<file path="src/rtl/wordle_game_ctrl.sv">
// Wordle round controller: assembles keyboard guesses, scores them green/yellow/gray with
// duplicate-aware matching, and tracks guess count and win/lose for one round.
module wordle_game_ctrl #(
  parameter int unsigned WORD_LEN    = 5,
  parameter int unsigned MAX_GUESSES = 6,
  parameter int unsigned GL_W        = $clog2(WORD_LEN + 1),
  parameter int unsigned GN_W        = $clog2(MAX_GUESSES + 1)
) (
  input  logic                  Clk,
  input  logic                  reset,
  input  logic                  start,
  input  logic [8*WORD_LEN-1:0] secret_word,
  input  logic                  letter_valid,
  input  logic [7:0]            letter_in,
  input  logic                  backspace,
  input  logic                  enter,
  output logic [8*WORD_LEN-1:0] guess_word,
  output logic [GL_W-1:0]       guess_len,
  output logic [GN_W-1:0]       guess_num,
  output logic [2*WORD_LEN-1:0] score,
  output logic                  score_valid,
  output logic                  busy,
  output logic                  win,
  output logic                  lose
);

  localparam int unsigned IW = (WORD_LEN > 1) ? $clog2(WORD_LEN) : 1;

  typedef enum logic [2:0] {
    StIdle,
    StEntry,
    StScoreG,
    StScoreY,
    StResult,
    StDone
  } state_e;

  state_e              state_q, state_d;
  logic [7:0]          secret_q [WORD_LEN];
  logic [7:0]          secret_d [WORD_LEN];
  logic [7:0]          guess_q  [WORD_LEN];
  logic [7:0]          guess_d  [WORD_LEN];
  logic [1:0]          work_q   [WORD_LEN];
  logic [1:0]          work_d   [WORD_LEN];
  logic [1:0]          score_q  [WORD_LEN];
  logic [1:0]          score_d  [WORD_LEN];
  logic [GL_W-1:0]     len_q, len_d;
  logic [GN_W-1:0]     num_q, num_d;
  logic [WORD_LEN-1:0] green_q, green_d;
  logic [WORD_LEN-1:0] used_q, used_d;
  logic [IW-1:0]       idx_q, idx_d;
  logic                valid_q, valid_d;
  logic                win_q, win_d;
  logic                lose_q, lose_d;

  logic [7:0]          letter_up;
  logic                is_letter;
  logic [7:0]          cur_guess;
  logic                cur_green;
  logic [WORD_LEN-1:0] found_oh;
  logic                found;

  always_comb begin
    letter_up = letter_in;
    if (letter_in >= 8'h61 && letter_in <= 8'h7a) begin
      letter_up = letter_in - 8'h20;
    end
    is_letter = (letter_up >= 8'h41) && (letter_up <= 8'h5a);
  end

  // Lowest unused secret position matching the guess letter under scrutiny.
  always_comb begin
    cur_guess = 8'h00;
    cur_green = 1'b0;
    for (int unsigned p = 0; p < WORD_LEN; p++) begin
      if (IW'(p) == idx_q) begin
        cur_guess = guess_q[p];
        cur_green = green_q[p];
      end
    end
    found    = 1'b0;
    found_oh = '0;
    for (int unsigned j = 0; j < WORD_LEN; j++) begin
      if (!found && !used_q[j] && (secret_q[j] == cur_guess)) begin
        found       = 1'b1;
        found_oh[j] = 1'b1;
      end
    end
  end

  always_comb begin
    state_d  = state_q;
    secret_d = secret_q;
    guess_d  = guess_q;
    work_d   = work_q;
    score_d  = score_q;
    len_d    = len_q;
    num_d    = num_q;
    green_d  = green_q;
    used_d   = used_q;
    idx_d    = idx_q;
    valid_d  = 1'b0;
    win_d    = win_q;
    lose_d   = lose_q;

    case (state_q)
      StIdle, StDone: begin
        if (start) begin
          for (int unsigned p = 0; p < WORD_LEN; p++) begin
            secret_d[p] = secret_word[8*(WORD_LEN-1-p) +: 8];
            guess_d[p]  = 8'h00;
            score_d[p]  = 2'b00;
          end
          num_d   = GN_W'(1);
          len_d   = '0;
          win_d   = 1'b0;
          lose_d  = 1'b0;
          state_d = StEntry;
        end
      end
      StEntry: begin
        // A pending enter blocks the other strobes even when it is not accepted.
        if (enter) begin
          if (len_q == GL_W'(WORD_LEN)) begin
            state_d = StScoreG;
          end
        end else if (backspace) begin
          if (len_q != '0) begin
            len_d = len_q - GL_W'(1);
            for (int unsigned p = 0; p < WORD_LEN; p++) begin
              if (GL_W'(p) == len_d) begin
                guess_d[p] = 8'h00;
              end
            end
          end
        end else if (letter_valid) begin
          if (is_letter && (len_q < GL_W'(WORD_LEN))) begin
            for (int unsigned p = 0; p < WORD_LEN; p++) begin
              if (GL_W'(p) == len_q) begin
                guess_d[p] = letter_up;
              end
            end
            len_d = len_q + GL_W'(1);
          end
        end
      end
      StScoreG: begin
        for (int unsigned p = 0; p < WORD_LEN; p++) begin
          green_d[p] = (guess_q[p] == secret_q[p]);
          work_d[p]  = green_d[p] ? 2'b11 : 2'b01;
        end
        used_d  = green_d;
        idx_d   = '0;
        state_d = StScoreY;
      end
      StScoreY: begin
        if (!cur_green && found) begin
          for (int unsigned p = 0; p < WORD_LEN; p++) begin
            if (IW'(p) == idx_q) begin
              work_d[p] = 2'b10;
            end
          end
          used_d = used_q | found_oh;
        end
        if (idx_q == IW'(WORD_LEN - 1)) begin
          state_d = StResult;
        end else begin
          idx_d = idx_q + IW'(1);
        end
      end
      StResult: begin
        score_d = work_q;
        valid_d = 1'b1;
        if (&green_q) begin
          win_d   = 1'b1;
          state_d = StDone;
        end else if (num_q == GN_W'(MAX_GUESSES)) begin
          lose_d  = 1'b1;
          state_d = StDone;
        end else begin
          num_d = num_q + GN_W'(1);
          len_d = '0;
          for (int unsigned p = 0; p < WORD_LEN; p++) begin
            guess_d[p] = 8'h00;
          end
          state_d = StEntry;
        end
      end
      default: state_d = StIdle;
    endcase
  end

  always_ff @(posedge Clk or posedge reset) begin
    if (reset) begin
      state_q <= StIdle;
      for (int unsigned p = 0; p < WORD_LEN; p++) begin
        secret_q[p] <= 8'h00;
        guess_q[p]  <= 8'h00;
        work_q[p]   <= 2'b00;
        score_q[p]  <= 2'b00;
      end
      len_q   <= '0;
      num_q   <= '0;
      green_q <= '0;
      used_q  <= '0;
      idx_q   <= '0;
      valid_q <= 1'b0;
      win_q   <= 1'b0;
      lose_q  <= 1'b0;
    end else begin
      state_q  <= state_d;
      secret_q <= secret_d;
      guess_q  <= guess_d;
      work_q   <= work_d;
      score_q  <= score_d;
      len_q    <= len_d;
      num_q    <= num_d;
      green_q  <= green_d;
      used_q   <= used_d;
      idx_q    <= idx_d;
      valid_q  <= valid_d;
      win_q    <= win_d;
      lose_q   <= lose_d;
    end
  end

  always_comb begin
    guess_word = '0;
    score      = '0;
    for (int unsigned p = 0; p < WORD_LEN; p++) begin
      guess_word[8*(WORD_LEN-1-p) +: 8] = guess_q[p];
      score[2*(WORD_LEN-1-p) +: 2]      = score_q[p];
    end
  end

  assign guess_len   = len_q;
  assign guess_num   = num_q;
  assign score_valid = valid_q;
  assign busy        = (state_q == StScoreG) || (state_q == StScoreY);
  assign win         = win_q;
  assign lose        = lose_q;

endmodule
</file>
<file path="config.mk">
export PLATFORM = sky130hd
export DESIGN_NAME = wordle_game_ctrl
export DESIGN_NICKNAME = d
export VERILOG_FILES = /design/src/rtl/wordle_game_ctrl.sv
export SDC_FILE = /design/constraint.sdc
export NUM_CORES = 1
export LEC_CHECK = 0
export BUFFER_PORTS_ARGS = -buffer_cell sky130_fd_sc_hd__clkbuf_2
export CAP_MARGIN = 20
export CELL_PAD_IN_SITES_DETAIL_PLACEMENT = 0
export CELL_PAD_IN_SITES_GLOBAL_PLACEMENT = 2
export CORE_MARGIN = 2
export CORE_UTILIZATION = 37
export DETAILED_ROUTE_END_ITERATION = 10
export PLACE_DENSITY = 0.78
export SKIP_CTS_REPAIR_TIMING = 1
export SLEW_MARGIN = 20
export SYNTH_ARGS = -nofsm -noshare
export SYNTH_HDL_FRONTEND = slang
export SYNTH_SLANG_ARGS = --single-unit
</file>
<file path="constraint.sdc">
create_clock -name Clk -period 5 [get_ports Clk]
set_clock_uncertainty 0.2 [all_clocks]
set_input_delay 0.25 -clock Clk [delete_from_list [all_inputs] [get_ports Clk]]
set_output_delay 0.25 -clock Clk [all_outputs]
set_load 0.1 [all_outputs]
</file>
Word level (Yosys, flattened, before mapping) --
Index checks and enable logic that the tools add are counted. W data, S select, Z words.
Operators by class: $add $sub $neg 5, $lt $le $gt $ge 5, equal/unequal tests 59, muxes and demuxes 83, bitwise operators 1, reduce and logical (&&, ||, !) cells 53
Operators with widths (number):
- $mux W40 | 8
- $mux W8 | 16
- $pmux W40 S3 | 1
- $eq A8 B8 Y1 | 10
- $mux W3 | 17
- $reduce_and A10 Y1 | 5
- $pmux W10 S2 | 2
- $ne A3 B3 Y1 const B | 13
- $ne A2 B2 Y1 const B | 16
- $mux W10 | 2
- $mux W2 | 10
- $mux W1 | 19
- $eq A2 B3 Y1 const A | 6
- $reduce_and A3 Y1 | 6
- $ge A8 B7 Y1 const B | 2
- $le A8 B7 Y1 const B | 2
- $eq A3 B3 Y1 const B | 5
- $pmux W3 S5 | 1
- $logic_and A1 B1 Y1 | 13
- $logic_not A3 Y1 | 4
- $pmux W3 S2 | 2
- $reduce_and A4 Y1 | 3
- $logic_not A1 Y1 | 10
- $pmux W5 S2 | 1
- other kinds (19) | 32
Storage, ports and cells: bits in registers 125, input port bits 54, output and inout port bits 60, logic and storage cells 235

Longest topological paths before layout --
Gate-level depths: netlist of run 1.
depth after elaboration 28, mapped depth 13, depth with buffers taken out 10

Least setup slack after synthesis of run 1 --
Ideal clock, no wire load.
path kind register -> register, start point register guess_q (netlist bit guess_word[28]), end point register used_q[3], setup time 82 ps, data arrival time 2932 ps, required time 4718 ps, path slack 1786 ps, cell stages (with the launch flop) 10, path buffers 1, clock period less this slack 3214 ps, cells stage by stage dfrtp_1 > a21oi_1 > a221o_1 > and2_1 > buf_2 > xnor2_1 > nor4_1 > and4_1 > or4b_1 > a31oi_1
Between the ends: word-level cells in the longest chain between the ends 26, elaborated cells on any way between the ends 34, those cells by class eq/ne: 6; mux: 12; bitwise: 1; reduce/logical: 15
Ends and longest elaborated chain:
- start, declared | line 41 | logic [7:0] guess_q [WORD_LEN];
- start signal, assigned | line 213 | guess_q <= guess_d;
- $mux W8 * (4 in series) | line 76 | if (IW'(p) == idx_q) begin
- $eq A8 B8 Y1 | line 84 | if (!found && !used_q[j] && (secret_q[j] == cur_guess)) begin
- $logic_and A1 B1 Y1 | line 84
- $mux W1 | line 84
- $logic_not A1 Y1 | line 84
- $logic_and A1 B1 Y1 (2 in series) | line 84
- $mux W1 | line 84
- $logic_not A1 Y1 | line 84
- [4 not listed]
- $logic_and A1 B1 Y1 (2 in series) | line 84
- $mux W1 | line 84
- $logic_not A1 Y1 | line 84
- $logic_and A1 B1 Y1 (2 in series) | line 84
- $mux W1 | line 84
- $logic_and A1 B1 Y1 | line 157 | if (!cur_green && found) begin
- $ne A2 B2 Y1 (no line)
- $reduce_and A2 Y1 (no line)
- end signal, assigned | line 219 | used_q <= used_d;
- end, declared | line 50 | logic [WORD_LEN-1:0] used_q, used_d;
Mark *: on every way between the ends. The rest lies on a longest branch, timed or not. The select of a mux whose other input is x is not followed. A chain may end at the register's enable or synchronous reset.

Worst setup path after layout of run 1 --
start point register idx_q[2], end point register work_q[0] (netlist name)
Between the ends: word-level cells in the longest chain between the ends 28, elaborated cells on any way between the ends 43, those cells by class eq/ne: 11; mux: 15; reduce/logical: 17
Ends and longest elaborated chain:
- start, declared | line 51 | logic [IW-1:0] idx_q, idx_d;
- start signal, assigned | line 220 | idx_q <= idx_d;
- $logic_not A3 Y1 | line 76
- $mux W8 (5 in series) | line 76
- $eq A8 B8 Y1 | line 84
- $logic_and A1 B1 Y1 | line 84
- $mux W1 | line 84
- $logic_not A1 Y1 | line 84
- $logic_and A1 B1 Y1 (2 in series) | line 84
- $mux W1 | line 84
- [5 not listed]
- $logic_and A1 B1 Y1 (2 in series) | line 84
- $mux W1 | line 84
- $logic_not A1 Y1 | line 84
- $logic_and A1 B1 Y1 (2 in series) | line 84
- $mux W1 | line 84
- $logic_and A1 B1 Y1 | line 157
- $ne A2 B2 Y1 (no line)
- $reduce_and A3 Y1 (no line) *
- end signal, assigned | line 214 | work_q <= work_d;
- end, declared | line 43 | logic [1:0] work_q [WORD_LEN];
Mark *: on every way between the ends. The rest lies on a longest branch, timed or not.

==> results of run 1 <==
worst max-delay path by stage:
stage                                    start  depth (start not counted)                      to
after floorplan                          reset                          1  green_q[0]$_DFFE_PP0P_
after global placement    idx_q[2]$_DFFE_PP0P_                         10   work_q[2]$_DFFE_PP0P_
after detailed placement  idx_q[2]$_DFFE_PP0P_                         10   work_q[0]$_DFFE_PP0P_
after CTS                 idx_q[2]$_DFFE_PP0P_                         10   work_q[0]$_DFFE_PP0P_
after global routing      idx_q[2]$_DFFE_PP0P_                         10   work_q[0]$_DFFE_PP0P_
final                     idx_q[2]$_DFFE_PP0P_                         10   work_q[0]$_DFFE_PP0P_
per-stage QoR:
step / instances / util / setup slack [ns]
2_1_floorplan: 655 / - / 1.222
3_3_place_gp: 980 / 0.4160 / 0.9045
3_5_place_dp: 980 / 0.4160 / 0.7047
4_1_cts: 1012 / 0.4486 / 0.6936
5_1_grt: 1053 / 0.4706 / 0.4031
6_report: 1053 / 0.4706 / 0.6426
Yosys cell counts (7+ instances only):
master,number
clkbuf_1,11
ha_1,16
nand3b_1,11
and3_1,9
and2_1,18
o21ai_0,27
a22o_1,15
dfrtp_1,125
nand3_1,14
a221o_1,7
nor4_1,13
o21ai_1,8
mux2_2,68
nor2_1,26
nand2b_1,7
inv_1,22
nor3_1,7
a21oi_1,26
xnor2_1,13
nand2_1,39
a21o_1,7
xor2_1,57
state kept, by name (all words and copies together), names as in the netlist, 5 cells and up:
| signal | flops |
|---|---|
| green_q | 5 |
| guess_word | 40 |
| score | 10 |
| secret_q | 40 |
| used_q | 5 |
| work_q | 10 |
cells by family (layout without fill, tap and decap cells):
family,Yosys count,after routing,share of synthesized area
AOI/OAI and AO/OA,145,145,0.1470
xor gates and xnor gates,70,70,0.08750
adders and majority gates,16,16,0.02857
buffers and inverters,51,215,0.03678
DFF,125,125,0.4464
muxes,68,68,0.1093
and+or+nand+nor,180,180,0.1445
critical path, cell delays in order, from the launching register on:
cell,delay (ns)
dfrtp_1,0.73
inv_1,0.28
ha_1,0.46
or2_1,0.50
a2111oi_0,0.46
a211oi_1,0.11
a2111oi_0,0.62
nand4_1,0.22
a21bo_2,0.32
nor4_4,0.10
o22a_1,0.22
power breakdown:
part | leakage (nW) | switching (mW) | internal, mW
sequential | 1.61 | 0.540 | 1.39
clock | 0.297 | 0.517 | 0.765
combinational | 2.22 | 2.31 | 1.10
total | 4.12 | 3.37 | 3.25
final cells by class:
class,count,share of cell area
clock buffers,18,0.05006
multi-input cells,479,0.4139
repair buffers,161,0.1172
inverters,22,0.009698
flip-flops and latches,125,0.3565
well taps,234,0.03337
clock inverters,14,0.01925
layer usage:
| layer | GRT usage | wire length [um] | up-vias |
|---|---|---|---|
| met5 | 0 | 0 | - |
| met4 | 0.07211 | 400 | 0 |
| met3 | 0.04826 | 1107 | 29 |
| met2 | 0.3329 | 9873 | 182 |
| met1 | 0.3146 | 10350 | 2918 |
| li1 | - | - | 2677 |
==> metrics.yaml, run 1 <==
cts.path.max_buffers: 2
synth_edf_count: 0
area_delta_synth_final_pct: 25.21
final_common_cell: "dfrtp_1"
drt-total-wl_um: 21730
relSlewSlack: 0.2265
h-tree-depth: 4
r2r-start: "idx_q[2]$_DFFE_PP0P_"
synth_area_um2: 7007
end_kind: "flop"
vias: 5806
gp_congestion: 0.8709
synth_seq_cells: 125
cts-root-buf: "clkbuf_16"
final_nets: 876
drt_iter0_markers: 483
syn_nets: 725
port_buffers: 113
fp.dieH_um: 141.6
antenna_found_initial: 1
crit_type: "flop to flop"
clkTransAtPathRegs_ns: 0.06
synth_top_area_frac: 0.4464
cts_buffers: 17
setup_viol: 0
ant_nets: 0
crit_fanout: 17
wire_per_inst_um: 20.64
start_util: 0.3758
drive_above_1_share: 0.2930
avgSynthCellArea_um2: 10.70
regArea_um2: 3128
layout_min_cycle_time_ns: 4.357
grt.total_usage: 0.2202
status: "finished clean"
yosys.area.top_type: "dfrtp_1"
powerDensity_nw_per_um2: 754.7
drcViolationCount: 0
cp-start-kind: "flop"
hpwl_um: 16080
fin_crit_sh: 0.8715
synth.distinct_cells: 69
leakage_nw: 4.120
fill_cells: 1765
ys_seq_area_frac: 0.4464
reg2regPathDepth: 10
overflow: 0
netlist_top_cells_area: "dfrtp_1 45%, mux2_2 11%, xor2_1 7.1%"
fin_tns_setup_ns: 0
cap_violations: 0
insertion_delay_ns: 0.43
synthCells: 655
grt_pass1_wl_um: 33020
fmax_mhz: 229.5
cts_tree: "done"
synth_async_sr_flop_share: 1.000
ys_warn_count: 0
hold_depth: 3
min_path_type: "input pin to flop"
worst_pin_slew_ns: 1.152
core_area_um2: 18640
design_area_um2: 8773
whs_endpoint: "state_q[0]$_DFFE_PP0P_"
min_from: "start"
cts.sink_count: 125
cp.required_ns: 5.11
first_global_vias: 5614
ir_drop_uv: 435.4
cp.arrival_ns: 4.47
ys.flop_type: "dfrtp_1"
placementRows: 50
firstDrtPassIters: 5
vias_per_cell: 5.514
die_x_um: 141.6
multiInputGateArea_um2: 3631
r2r-end: "work_q[0]$_DFFE_PP0P_"
antenna_cells: 0
final-hold-violation-count: 0
r2r_slack_ns: 0.64
power_mw: 6.621
slew_viol_final: 0
mostFrequentLayoutCells: "125 x dfrtp_1, 113 x clkbuf_2, 68 x mux2_2, 57 x xor2_1, 41 x dlygate4sd3_1"
io_pins: 114
hold_slack_ns: 0.06553
grt_max_degree: 59
placement.cell_area_um2: 7755
rsz0062_at_grt: "no"
dieArea_um2: 20050
Power figures use the tool's default switching activity.
==> run 2, diff against run 1 <==
==> constraint.sdc (replaced) <==
create_clock -name Clk -period 5 [get_ports Clk]
set_clock_uncertainty 0.2 [all_clocks]
set_input_delay 0.5 -clock Clk [delete_from_list [all_inputs] [get_ports Clk]]
set_output_delay 0.5 -clock Clk [all_outputs]
set_load 0.1 [all_outputs]
==> metrics.yaml, run 2 (synthesized netlist as in run 1, its figures left out) <==
instances_no_fill: 1012  # was 1053
r2r-start: "idx_q[2]$_DFFE_PP0P_"  # unchanged
firstDrtPassIters: 6  # was 5
slew_viol_final: 0  # unchanged
end_kind: "flop"  # unchanged
layout_min_cycle_time_ns: 4.242  # was 4.357 ns
io_pins: 114  # unchanged
drt-total-wl_um: 21280  # was 21730 um
antenna_found_initial: 0  # was 1
core_area_um2: 18640  # unchanged
timing.final.ws_setup_ns: 0.7582  # was 0.6426 ns
ant_nets: 0  # unchanged
cp.arrival_ns: 4.35  # was 4.47 ns
cts.sink_count: 125  # unchanged
port_buffers: 113  # unchanged
cp-start-kind: "flop"  # unchanged
final_common_cell: "dfrtp_1"  # unchanged
cp.required_ns: 5.11  # about the same
placement.cell_area_um2: 7755  # unchanged
fill_cells: 1789  # was 1765
dp.cells: 980  # unchanged
placementRows: 50  # unchanged
clkTransAtPathRegs_ns: 0.06  # about the same
cts-root-buf: "clkbuf_16"  # unchanged
drt_iter0_markers: 362  # was 483
grt_max_degree: 62  # was 59
final_nets: 835  # was 876
die_x_um: 141.6  # unchanged
drive_above_1_share: 0.3085  # was 0.2930
pre_cts_ws_ns: 0.7476  # was 0.7047 ns
area_delta_synth_final_pct: 19.91  # was 25.21%
mostFrequentLayoutCells: "125 x dfrtp_1, 113 x clkbuf_2, 68 x mux2_2, 57 x xor2_1, 39 x nand2_1"  # was 125 x dfrtp_1, 113 x clkbuf_2, 68 x mux2_2, 57 x xor2_1, 41 x dlygate4sd3_1
cts_buffers: 17  # unchanged
cts.path.max_buffers: 2  # unchanged
reg2regPathDepth: 10  # unchanged
rsz0062_at_grt: "no"  # unchanged
wire_per_inst_um: 21.02  # was 20.64 um
overflow: 0  # unchanged
regArea_um2: 3128  # unchanged
relSlewSlack: 0.3239  # was 0.2265
insertion_delay_ns: 0.42  # was 0.43 ns
vias: 5601  # was 5806
power_mw: 6.644  # was 6.621 mW
fp.dieH_um: 141.6  # unchanged
gp_congestion: 0.8808  # was 0.8709
grt_pass1_wl_um: 33580  # was 33020 um
first_global_vias: 5751  # was 5614
design_area_um2: 8402  # was 8773 um2
vias_per_cell: 5.535  # was 5.514
cap_violations: 0  # unchanged
fmax_mhz: 235.7  # was 229.5 MHz
h-tree-depth: 4  # unchanged
antenna_cells: 0  # unchanged
ir_drop_uv: 305.8  # was 435.4 uV
crit_type: "flop to flop"  # unchanged
status: "finished clean"  # unchanged
drcViolationCount: 0  # unchanged
final-hold-violation-count: 0  # unchanged
worst_pin_slew_ns: 1.014  # was 1.152 ns
hold_slack_ns: 0.003477  # was 0.06553 ns
multiInputGateArea_um2: 3635  # was 3631 um2
setup_viol: 0  # unchanged
powerDensity_nw_per_um2: 790.8  # was 754.7 nW/um2
cts_tree: "done"  # unchanged
hpwl_um: 16020  # was 16080 um
r2r-end: "work_q[2]$_DFFE_PP0P_"  # was work_q[0]$_DFFE_PP0P_
r2r_slack_ns: 0.76  # was 0.64 ns
fin_util: 0.4507  # was 0.4706
dieArea_um2: 20050  # unchanged
leakage_nw: 3.956  # was 4.120 nW
start_util: 0.3758  # unchanged
min_path_type: "input pin to async pin"  # was input pin to flop
grt.total_usage: 0.2218  # was 0.2202
fin_crit_sh: 0.8484  # was 0.8715
crit_fanout: 17  # unchanged
fin_tns_setup_ns: 0  # unchanged
-- run 2: how the worst max path moves through the flow --
stage                              start                     end  slack (ns)  cells past startpoint
floorplan                          reset  green_q[0]$_DFFE_PP0P_        0.97                      1
global placement    idx_q[2]$_DFFE_PP0P_   work_q[2]$_DFFE_PP0P_        0.90                     10
detailed placement  idx_q[2]$_DFFE_PP0P_   work_q[2]$_DFFE_PP0P_        0.75                     10
CTS                 idx_q[2]$_DFFE_PP0P_   work_q[2]$_DFFE_PP0P_        0.73                     10
global route        idx_q[2]$_DFFE_PP0P_   work_q[2]$_DFFE_PP0P_        0.38                     10
finish              idx_q[2]$_DFFE_PP0P_   work_q[2]$_DFFE_PP0P_        0.76                     10
-- run 2: routing by layer --
metal | up-vias | part of all wire | GRT usage
met1 | 2801 | 0.47 | 0.3126
met2 | 168 | 0.45 | 0.3403
li1 | 2601 | - | -
met4 | 0 | 0.019 | 0.07158
met3 | 31 | 0.056 | 0.04961
met5 | - | 0 | 0
-- run 2: cell type report --
| type | count | share of cell area |
|---|---|---|
| inverter | 22 | 0.01013 |
| multi-input combinational | 479 | 0.4326 |
| sequential | 125 | 0.3723 |
| timing repair buffer | 120 | 0.07357 |
| clock buffer | 20 | 0.05436 |
| clock inverter | 12 | 0.02219 |
| tap | 234 | 0.03485 |
-- run 2: critical path: stages (launching register included) --
cell	delay, ns
dfrtp_1	0.71
inv_1	0.27
ha_1	0.47
or2_1	0.49
a2111oi_0	0.44
a211oi_1	0.10
a2111oi_0	0.61
nand4_1	0.21
a21bo_2	0.31
nor4_4	0.10
o22a_1	0.21
-- run 2: where the power goes --
| group | switching [mW] | internal (mW) | leakage, nW | total, mW |
|---|---|---|---|---|
| clock network | 0.482 | 0.865 | 0.303 | 1.35 |
| registers | 0.525 | 1.39 | 1.61 | 1.92 |
| logic | 2.30 | 1.08 | 2.05 | 3.38 |
| total | 3.31 | 3.33 | 3.96 | 6.64 |
==> run 3, diff against run 2 <==
--- a/config.mk
+++ b/config.mk
@@ -10,9 +10,9 @@
 export CELL_PAD_IN_SITES_DETAIL_PLACEMENT = 0
 export CELL_PAD_IN_SITES_GLOBAL_PLACEMENT = 2
 export CORE_MARGIN = 2
-export CORE_UTILIZATION = 37
+export CORE_UTILIZATION = 33
 export DETAILED_ROUTE_END_ITERATION = 10
-export PLACE_DENSITY = 0.78
+export PLACE_DENSITY = 0.73
 export SKIP_CTS_REPAIR_TIMING = 1
 export SLEW_MARGIN = 20
 export SYNTH_ARGS = -nofsm -noshare
==> constraint.sdc (replaced) <==
create_clock -name Clk -period 3.9 [get_ports Clk]
set_clock_uncertainty 0.2 [all_clocks]
set_input_delay 0.39 -clock Clk [delete_from_list [all_inputs] [get_ports Clk]]
set_output_delay 0.39 -clock Clk [all_outputs]
set_load 0.1 [all_outputs]
==> metrics.yaml, run 3 (synthesized netlist as in run 1, its figures left out) <==
cts.sink_count: 125  # unchanged
fin_tns_setup_ns: 0  # unchanged
hpwl_um: 16680  # was 16020 um
drt-total-wl_um: 21740  # was 21280 um
min_path_type: "input pin to async pin"  # unchanged
port_buffers: 113  # unchanged
crit_chain: "inv_1 > ha_1 > buf_12 > nor2b_1 > a211oi_1 > nor2_1 > xor2_1 > nand3_1 > or4b_1 > or4_1 > a21oi_1"  # was inv_1 > ha_1 > or2_1 > a2111oi_0 > a211oi_1 > a2111oi_0 > nand4_1 > a21bo_2 > nor4_4 > o22a_1
vias: 5610  # was 5601
relSlewSlack: 0.2556  # was 0.3239
final-hold-violation-count: 40  # was 0
worst_pin_slew_ns: 1.111  # was 1.014 ns
antenna_cells: 0  # unchanged
cts-root-buf: "clkbuf_16"  # unchanged
reg2regPathDepth: 11  # was 10
pre_cts_ws_ns: 0.3316  # was 0.7476 ns
mostFrequentLayoutCells: "125 x dfrtp_1, 113 x clkbuf_2, 68 x mux2_2, 57 x xor2_1, 39 x nand2_1"  # unchanged
cp.arrival_ns: 3.75  # was 4.35 ns
crit_fanout: 17  # unchanged
cap_violations: 0  # unchanged
grt_max_degree: 65  # was 62
cp.required_ns: 4.03  # was 5.11 ns
insertion_delay_ns: 0.41  # was 0.42 ns
leakage_nw: 3.984  # was 3.956 nW
hold_slack_ns: -0.05956  # was 0.003477 ns
placementRows: 53  # was 50
drcViolationCount: 0  # unchanged
timing.final.ws_setup_ns: 0.2765  # was 0.7582 ns
cts.path.max_buffers: 2  # unchanged
final_common_cell: "dfrtp_1"  # unchanged
start_util: 0.3344  # was 0.3758
area_delta_synth_final_pct: 21.04  # was 19.91%
ant_nets: 0  # unchanged
end_kind: "flop"  # unchanged
slowest_stage: "or4b_1"  # was dfrtp_1
h-tree-depth: 4  # unchanged
slew_viol_final: 0  # unchanged
grt_pass1_wl_um: 34080  # was 33580 um
io_pins: 114  # unchanged
fp.dieH_um: 149.7  # was 141.6 um
fill_cells: 2093  # was 1789
cts_tree: "done"  # unchanged
multiInputGateArea_um2: 3631  # was 3635 um2
power_mw: 8.315  # was 6.644 mW
first_global_vias: 5802  # was 5751
core_area_um2: 20960  # was 18640 um2
overflow: 0  # unchanged
drive_above_1_share: 0.3127  # was 0.3085
clkTransAtPathRegs_ns: 0.06  # about the same
cts_buffers: 17  # unchanged
crit_type: "flop to flop"  # unchanged
setup_viol: 0  # unchanged
firstDrtPassIters: 5  # was 6
r2r-end: "used_q[4]$_DFFE_PP0P_"  # was work_q[2]$_DFFE_PP0P_
max_stage_delay_ns: 0.50  # was 0.71 ns
die_x_um: 149.7  # was 141.6 um
cp-start-kind: "flop"  # unchanged
gp_congestion: 0.9007  # was 0.8808
fmax_mhz: 276.0  # was 235.7 MHz
r2r_slack_ns: 0.28  # was 0.76 ns
wire_per_inst_um: 20.41  # was 21.02 um
critPathBufInv: 2  # was 1
r2r-start: "idx_q[0]$_DFFE_PP0P_"  # was idx_q[2]$_DFFE_PP0P_
powerDensity_nw_per_um2: 980.5  # was 790.8 nW/um2
status: "finished, violations left"  # was finished clean
antenna_found_initial: 0  # unchanged
drt_iter0_markers: 376  # was 362
final_nets: 851  # was 835
violations: "negative hold slack"
rsz0062_at_grt: "no"  # unchanged
fin_crit_sh: 0.9291  # was 0.8484
regArea_um2: 3128  # unchanged
layout_min_cycle_time_ns: 3.623  # was 4.242 ns
grt.total_usage: 0.2024  # was 0.2218
ir_drop_uv: 527.7  # was 305.8 uV
critical-path-top-delay-family: "simple AND/OR/NAND/NOR gates"  # was compound AO/OA/AOI/OAI gates
dieArea_um2: 22410  # was 20050 um2
vias_per_cell: 5.268  # was 5.535
-- run 3: layer usage --
metal	up-vias	GRT usage	routed length (um)	share of wire
met2	156	0.3232	10070	0.46
met1	2827	0.2874	10470	0.48
met5	-	0	0	0
met4	0	0.04340	181	0.0083
li1	2614	-	-	-
met3	13	0.03720	1014	0.047
-- run 3: final cells by class --
class / count / share of cell area
flip-flops and latches: 125 / 0.3688
repair buffers: 136 / 0.09206
clock buffers: 20 / 0.05149
well taps: 275 / 0.04057
multi-input cells: 479 / 0.4281
inverters: 22 / 0.01018
clock inverters: 8 / 0.008705
-- run 3: worst max path at each step --
stage                          startpoint  cells after the start                    end
5_1_grt              idx_q[0]$_DFFE_PP0P_                     11  used_q[4]$_DFFE_PP0P_
2_1_floorplan  guess_word[28]$_DFFE_PP0P_                      9  used_q[3]$_DFFE_PP0P_
4_1_cts              idx_q[0]$_DFFE_PP0P_                     11  used_q[4]$_DFFE_PP0P_
3_5_place_dp         idx_q[0]$_DFFE_PP0P_                     11  used_q[4]$_DFFE_PP0P_
3_3_place_gp         idx_q[0]$_DFFE_PP0P_                     11  used_q[4]$_DFFE_PP0P_
6_report             idx_q[0]$_DFFE_PP0P_                     11  used_q[4]$_DFFE_PP0P_
-- run 3: metrics by stage --
step | hold slack [ns] | area, um2 | util | std cells
final | -0.05956 | 8481 | 0.4047 | 1065
after global routing | 0.0008440 | 8481 | 0.4047 | 1065
after CTS | -0.03956 | 8461 | 0.4038 | 1063
after detailed placement | 0.2844 | 7950 | 0.3794 | 1035
after global placement | 0.2846 | 7950 | 0.3794 | 1035
after floorplan | 0.2636 | 7010 | - | 655
-- run 3: report_power, final --
part / total, mW / internal, mW / switching, mW
Combinational: 4.44 / 1.47 / 2.96
Clock: 1.41 / 0.856 / 0.559
Sequential: 2.46 / 1.78 / 0.681
-- run 3: worst reg2reg max path, stage by stage (launching register included) --
cell and delay, ns:
dfrtp_1 0.42, inv_1 0.10, ha_1 0.38, buf_12 0.20, nor2b_1 0.32, a211oi_1 0.13, nor2_1 0.41, xor2_1 0.20
nand3_1 0.12, or4b_1 0.50, or4_1 0.40, a21oi_1 0.15
